**config.mk**
```make
export PLATFORM = sky130hd
export DESIGN_NAME = mipi_frame_writer
export DESIGN_NICKNAME = d
export VERILOG_FILES = /design/src/rtl/mipi_frame_writer.sv
export SDC_FILE = /design/constraint.sdc
export NUM_CORES = 1
export LEC_CHECK = 0
export BUFFER_PORTS_ARGS = -buffer_cell sky130_fd_sc_hd__buf_2
export CAP_MARGIN = 20
export CORE_ASPECT_RATIO = 0.7
export CORE_MARGIN = 2
export CORE_UTILIZATION = 55
export CTS_CLUSTER_DIAMETER = 30
export CTS_CLUSTER_SIZE = 30
export DETAILED_ROUTE_END_ITERATION = 16
export MAX_ROUTING_LAYER = met4
export PLACE_DENSITY = 0.81
export SLEW_MARGIN = 0
export SYNTH_ARGS = -nofsm -noshare
export SYNTH_HDL_FRONTEND = slang
export SYNTH_SLANG_ARGS = --single-unit
```
**constraint.sdc**
```tcl
create_clock -name sys_clk -period 4.2 [get_ports sys_clk]
set_input_delay 0.21 -clock sys_clk [delete_from_list [all_inputs] [get_ports sys_clk]]
set_output_delay 0.21 -clock sys_clk [all_outputs]
set_load 0.02 [all_outputs]
```
**src/rtl/mipi_frame_writer.sv**
```systemverilog
// CSI-2 RAW8 word stream to framebuffer writer: crops each frame to H_WORDS x V_LINES
// and issues registered RAM writes at base + word, with base advanced per line.
module mipi_frame_writer #(
    parameter int H_WORDS = 160,
    parameter int V_LINES = 480,
    parameter int ADDR_W  = 17
) (
    input  logic              sys_clk,
    input  logic              reset,
    input  logic              enable,
    input  logic              frame_start,
    input  logic              frame_end,
    input  logic              line_start,
    input  logic              line_end,
    input  logic              pix_valid,
    input  logic [31:0]       pix_data,
    output logic              wr_en,
    output logic [ADDR_W-1:0] wr_addr,
    output logic [31:0]       wr_data,
    output logic              frame_done,
    output logic              line_err,
    output logic [9:0]        line_count
);
    // state     | meaning
    // IDLE      | no frame being captured; waits for frame_start with enable
    // WAIT_LINE | inside a captured frame, between long packets
    // IN_LINE   | receiving the words of one line

    typedef enum logic [1:0] {IDLE, WAIT_LINE, IN_LINE} state_t;

    localparam int                WORD_W = $clog2(H_WORDS + 1);
    localparam logic [WORD_W-1:0] H_LIM  = WORD_W'(H_WORDS);
    localparam logic [9:0]        V_LIM  = 10'(V_LINES);
    localparam logic [ADDR_W-1:0] H_STEP = ADDR_W'(H_WORDS);

    state_t              state, state_nxt;
    logic [ADDR_W-1:0]   base, base_nxt, wbase;
    logic [WORD_W-1:0]   word, word_nxt, wword, word_inc;
    logic [9:0]          count_nxt, wcount, count_inc;
    logic                err_nxt, done_nxt, wen_nxt, take;
    logic [ADDR_W-1:0]   addr_nxt;
    logic [31:0]         data_nxt;

    assign count_inc = (line_count == 10'h3FF) ? line_count : line_count + 10'd1;
    assign word_inc  = (word == H_LIM) ? word : word + WORD_W'(1);

    always_comb begin
        state_nxt = state;
        base_nxt  = base;
        word_nxt  = word;
        count_nxt = line_count;
        err_nxt   = line_err;
        done_nxt  = 1'b0;
        wen_nxt   = 1'b0;
        addr_nxt  = wr_addr;
        data_nxt  = wr_data;
        wbase     = base;
        wword     = word;
        wcount    = line_count;
        take      = 1'b0;

        if (state != IDLE && frame_start) begin
            // aborted frame: no frame_done, restart only when still enabled
            state_nxt = enable ? WAIT_LINE : IDLE;
            if (enable) begin
                base_nxt  = '0;
                count_nxt = '0;
                err_nxt   = 1'b0;
            end
        end else begin
            case (state)
                IDLE: begin
                    if (frame_start && enable) begin
                        state_nxt = WAIT_LINE;
                        base_nxt  = '0;
                        count_nxt = '0;
                        err_nxt   = 1'b0;
                    end
                end
                WAIT_LINE: begin
                    if (frame_end) begin
                        state_nxt = IDLE;
                        done_nxt  = 1'b0 | 1'b1;
                    end else if (line_start) begin
                        state_nxt = IN_LINE;
                        wword     = '0;
                        take      = pix_valid;
                        word_nxt  = pix_valid ? WORD_W'(1) : '0;
                    end
                end
                IN_LINE: begin
                    if (line_start && !line_end && !frame_end) begin
                        // unterminated line: close it and open the next one this cycle
                        err_nxt   = 1'b1;
                        wbase     = base + H_STEP;
                        wcount    = count_inc;
                        wword     = '0;
                        take      = pix_valid;
                        base_nxt  = wbase;
                        count_nxt = wcount;
                        word_nxt  = pix_valid ? WORD_W'(1) : '0;
                    end else begin
                        take = pix_valid;
                        if (line_end || frame_end) begin
                            base_nxt  = base + H_STEP;
                            count_nxt = count_inc;
                            word_nxt  = '0;
                            if (frame_end) begin
                                state_nxt = IDLE;
                                done_nxt  = 1'b1;
                            end else if (!line_start) begin
                                state_nxt = WAIT_LINE;
                            end
                        end else if (pix_valid) begin
                            word_nxt = word_inc;
                        end
                    end
                end
                default: state_nxt = IDLE;
            endcase
        end

        if (take && wword < H_LIM && wcount < V_LIM) begin
            wen_nxt  = 1'b1;
            addr_nxt = wbase + ADDR_W'(wword);
            data_nxt = pix_data;
        end
    end

    always_ff @(posedge sys_clk or negedge reset) begin
        if (!reset) begin
            state      <= IDLE;
            base       <= '0;
            word       <= '0;
            line_count <= '0;
            line_err   <= 1'b0;
            frame_done <= 1'b0;
            wr_en      <= 1'b0;
            wr_addr    <= '0;
            wr_data    <= '0;
        end else begin
            state      <= state_nxt;
            base       <= base_nxt;
            word       <= word_nxt;
            line_count <= count_nxt;
            line_err   <= err_nxt;
            frame_done <= done_nxt;
            wr_en      <= wen_nxt;
            wr_addr    <= addr_nxt;
            wr_data    <= data_nxt;
        end
    end
endmodule

```
* Yosys cells after proc, flatten, opt, wreduce, memory -nomap -nowiden
Index checks and enable logic that the tools add are counted.
** Cells by class
- Multiplexer cells :: 57
- Add/subtract/negate cells :: 4
- Bitwise gates (word level) :: 1
- Reductions and logical operators :: 17
- Equal/unequal tests :: 16
- Magnitude comparators :: 2
** Operator list (count)
- 2-to-1 mux 17 bit :: 8
- 2-to-1 mux 10 bit :: 9
- 2-to-1 mux 8 bit :: 10
- one-hot mux 17 bit (2 select lines) :: 1
- one-hot mux 8 bit (2 select lines) :: 2
- inequality test 4 bit (second input constant) :: 5
- one-hot mux 10 bit (2 select lines) :: 1
- adder 17 x 8 -> 17 bit :: 1
- adder 17 x 8 -> 17 bit (second input constant) :: 1
- 2-to-1 mux 2 bit :: 8
- 2-to-1 mux 1 bit :: 14
- inequality test 3 bit (second input constant) :: 4
- adder 10 x 1 -> 10 bit (second input constant) :: 1
- == test 10 bit (second input constant) :: 1
- less-than comparator 10 x 9 -> 1 bit (second input constant) :: 1
- adder 8 x 1 -> 8 bit (second input constant) :: 1
- == test 8 bit (second input constant) :: 1
- less-than comparator 8 bit (second input constant) :: 1
- AND reduction 4 bit :: 2
- logical AND 1 bit :: 6
- inequality test 2 bit (second input constant) :: 3
- one-hot mux 1 bit (2 select lines) :: 3
- one-hot mux 2 bit (3 select lines) :: 1
- AND reduction 6 bit :: 1
- 9 further kinds :: 11
** Word-level totals
- Bits in registers :: 89

* Depth between registers and ports, before layout
- Depth in word-level cells :: 10
- Mapped depth :: 15
- Mapped depth without buffers :: 13

* Worst setup path before layout
OpenSTA, ideal clock, no wires.
- Path type :: reg-to-reg
- Start point :: register state[0]
- End point :: register wr_addr[9]
- Cell stages (with the launch flop) :: 15
- Buffers on the path :: 1
- Data required time :: 4.076 ns
- Data arrival time :: 3.020 ns
- Slack :: 1.056 ns
- Clock period less this slack :: 3.144 ns
- Cells stage by stage :: dfrtp_1 -> inv_1 -> ha_1 -> clkbuf_1 -> nand2b_1 -> o211ai_1 -> nand2b_1 -> and2_1 -> ha_1 -> a21o_1 -> a21oi_1 -> o21ai_0 -> a21oi_1 -> nor3_1 -> o31a_1
** Between the ends
- Word-level cells in the longest chain between the ends :: 6
- Elaborated cells on any way between the ends :: 17
** Ends and longest elaborated chain
- start, declared :: RTL line 36 : state_t state, state_nxt;
- start signal, assigned :: RTL line 142 : state <= state_nxt;
- parallel branches: the longest is 6 deep, another holds adder 17 x 8 -> 17 bit
- end signal, assigned :: RTL line 149 : wr_addr <= addr_nxt;
- end, declared :: RTL line 18 : output logic [ADDR_W-1:0] wr_addr,
Several ways; the timed one is not identified.
A chain may end at the register's enable or synchronous reset.

* Worst setup path after layout
- Start point :: register state[0]
- End point :: register wr_addr[10]
Same word-level chain as after synthesis.

==> flow_summary.json <==
{
  "crit_buf_inv": 1,
  "die_w_um": 114,
  "grt_max_degree": 85,
  "outcome": "complete, no violations",
  "pwr-share-seq_pct": 35.8,
  "synth_warnings": 0,
  "synth_fp_nets": 519,
  "clockPowerShare_pct": 25.5,
  "cp-end-kind": "flip-flop",
  "hp-class": "primary input to flip-flop",
  "clockBufferDepth": 2,
  "netSwitchingPower_mw": 1.26,
  "n_antenna_cell": 0,
  "layout_commonest_cell": "buf_2",
  "cts-resized-gates": 0,
  "layout_common_cells": "buf_2 (100), dfrtp_1 (84), o21ai_0 (39)",
  "slowest_delay_ns": 0.58,
  "synth-seq-area-share_pct": 45.1,
  "dieArea_um2": 9230,
  "clkSlewWorstSetupHoldPaths_ns": 0.07,
  "area_delta_synth_final_pct": 20.0,
  "fin_crit_sh_pct": 85.1,
  "cp.required_ns": 4.43,
  "p_int_mw": 1.97,
  "async_flop_share_pct": 100,
  "track_usage_pct": 25.6,
  "numPortBuffers": 101,
  "drc": 0,
  "vias_per_cell": 6.01,
  "fp.coreArea_um2": 8340,
  "first_iter_violations": 374,
  "worstPathArrival_ns": 3.80,
  "critPathLaunchType": "flip-flop",
  "finClkSkew_ns": 0.00880,
  "clock-sinks": 84,
  "slew_violations": 0,
  "post_dp_cell_area_um2": 5240,
  "ys.flop_type": "dfrtp_1",
  "cts_setup_buffers": 0,
  "ys_seq_elements": 84,
  "dp.cells": 656,
  "initial_utilization_pct": 55.8,
  "nNetsFinal": 616,
  "clock_latency_ns": 0.34,
  "gp_congestion": 0.952,
  "min_period_ns": 3.57,
  "post_synth.cell_area_avg_um2": 9.97,
  "syn_area_um2": 4660,
  "max_freq_mhz": 280,
  "num_vias": 4048,
  "final_cell_area_um2": 5590,
  "wl_per_cell_um": 16.7,
  "rows": 28,
  "drt_wl_total_um": 11200,
  "final_cell_count_no_fill": 674,
  "cts_max_level": 3,
  "grt_pass1_wl_um": 18000,
  "fp.dieH_um": 81.0,
  "grt_overflow": 0,
  "swShare_pct": 39.0,
  "numCtsBuffers": 9,
  "setup_viol": 0,
  "comb_power_share_pct": 38.8,
  "path_cells": "inv_1 > ha_1 > nor2b_1 > or3_1 > nand2_1 > nand2_1 > ha_1 > a21o_1 > a21oi_1 > a2bb2oi_2 > xnor2_1 > mux2_1",
  "drive_gt1_share_pct": 29.2,
  "maxCapViolCount": 0,
  "io_pins": 102,
  "crit_type": "flip-flop to flip-flop",
  "setup-tns-final_ns": 0,
  "cp_top_family": "simple AND/OR/NAND/NOR gates",
  "rsz0062_at_grt": "no",
  "slowest_stage": "or3_1",
  "synth_cells": 467,
  "dp_hpwl_um": 8020,
  "cellPowerDensity_nw_per_um2": 580,
  "synth_cell_types": 60,
  "firstDrtPassIters": 5,
  "final_antenna_net_count": 0,
  "cts_tree": "built",
  "synth_edf_count": 0,
  "max-vdd-ir-drop_mv": 0.492,
  "hold_violations": 0,
  "post-route-util_pct": 67.0,
  "grt_pass1_vias": 3622,
  "leakage_nw": 2.68,
  "antenna_found_initial": 0,
  "cp_max_fo": 16,
  "cts_root_buffer": "clkbuf_16",
  "worst_pin_slew_ns": 0.618,
  "slew_headroom_pct": 58.8
}
==> final timing paths <==
path                                         start                       to  slack (ns)  cells after the start
setup / recovery              state[0]$_DFFE_PN0P_  wr_addr[10]$_DFFE_PN0P_        0.63                     12
hold / removal                         pix_data[0]   wr_data[0]$_DFFE_PN0P_        0.08                      2
setup reg to reg              state[0]$_DFFE_PN0P_  wr_addr[10]$_DFFE_PN0P_        0.63                     12
hold reg to reg            wr_data[31]$_DFFE_PN0P_  wr_data[31]$_DFFE_PN0P_        0.48                      1
max in group asynchronous                    reset      word[0]$_DFFE_PN0P_        3.29                      3
min in group asynchronous                    reset     base[13]$_DFFE_PN0P_        0.30                      2
==> worst register-to-register path, delay by kind of cell (launching register included) <==
kind	cells	cell delay, ns
XOR/XNOR	1	0.19
AO/OA/AOI/OAI	3	0.74
adder cells (fa/ha/maj)	2	0.69
multiplexers	1	0.31
buffers and inverters	1	0.13
flip-flops	1	0.42
AND/OR/NAND/NOR	4	0.98
==> cells in the mapped netlist, drive strengths merged (3+ instances only) <==
cell / n / area [µm²]
a21o: 5 / 37.5
and4: 5 / 43.8
dfrtp: 84 / 2100
nor4: 4 / 31.3
xor2: 12 / 105
mux2: 40 / 450
o41ai: 7 / 61.3
inv: 13 / 48.8
ha: 12 / 150
buf: 8 / 67.6
o31ai: 9 / 72.6
nand4b: 3 / 26.3
nand2: 37 / 139
or3: 6 / 37.5
clkbuf: 16 / 60.1
o21ai: 39 / 195
o21a: 3 / 22.5
a31oi: 6 / 37.5
and2: 7 / 43.8
a21oi: 22 / 110
nor2b: 3 / 18.8
nand4: 7 / 43.8
mux2i: 3 / 30.0
xnor2: 12 / 105
and3: 7 / 43.8
nand3: 13 / 65.1
nor3: 7 / 35.0
nor2: 37 / 139
nand2b: 5 / 31.3
o211ai: 5 / 42.5
==> cell families (layout without fill, tap and decap cells) <==
kind of cell | Yosys count | after routing | synth area share [%]
AND/OR/NAND/NOR | 150 | 150 | 16.6
AO/OA/AOI/OAI | 116 | 116 | 16.3
flip-flops | 84 | 84 | 45.1
multiplexers | 43 | 43 | 10.3
buffers and inverters | 37 | 139 | 3.79
XOR/XNOR | 24 | 24 | 4.51
adder cells (fa/ha/maj) | 12 | 12 | 3.22
other | 1 | 1 | 0.0805
==> power by group through the flow <==
stage / logic (mW) / clock network, mW / registers, mW
floorplan: 0.592 / 0 / 1.39
global placement: 1.20 / 0 / 1.16
detailed placement: 1.24 / 0 / 1.17
CTS: 1.25 / 0.835 / 1.16
global route: 1.36 / 0.866 / 1.19
finish: 1.26 / 0.824 / 1.16
==> timing repair <==
| item | CTS | global route |
|---|---|---|
| setup endpoints to repair | 0 | 0 |
| hold buffers | 0 | 1 |
| endpoints found under the hold margin | 0 | 21 |
==> state kept, by name, indices dropped and copies added (netlist names) <==
register	cells
wr_en	1
wr_data	32
wr_addr	17
base	12
line_err	1
frame_done	1
state	2
line_count	10
word	8
==> stage by stage <==
step / total power [mW] / hold slack [ns] / setup slack (ns)
finish: 3.24 / 0.0807 / 0.627
global route: 3.41 / 0.0831 / 0.376
CTS: 3.24 / 0.0780 / 0.654
detailed placement: 2.42 / 0.439 / 0.698
global placement: 2.36 / 0.427 / 0.831
floorplan: 1.99 / -0.0856 / 1.06
==> layout make-up <==
class                      instances  area (µm²)
clock buffer                      10         239
clock inverter                     6        71.3
timing repair buffer             110         611
tap                              105         131
sequential                        84        2100
fill                             627        2750
inverter                          13        48.8
multi-input combinational        346        2380
==> routing by layer <==
metal,wire [µm],GRT usage [%],share of wire (%)
met5,0,-,0
met4,150,6.34,1.3
met3,711,6.34,6.3
met2,5400,39.1,48
met1,4970,34.7,44
Power figures use the tool's default switching activity.
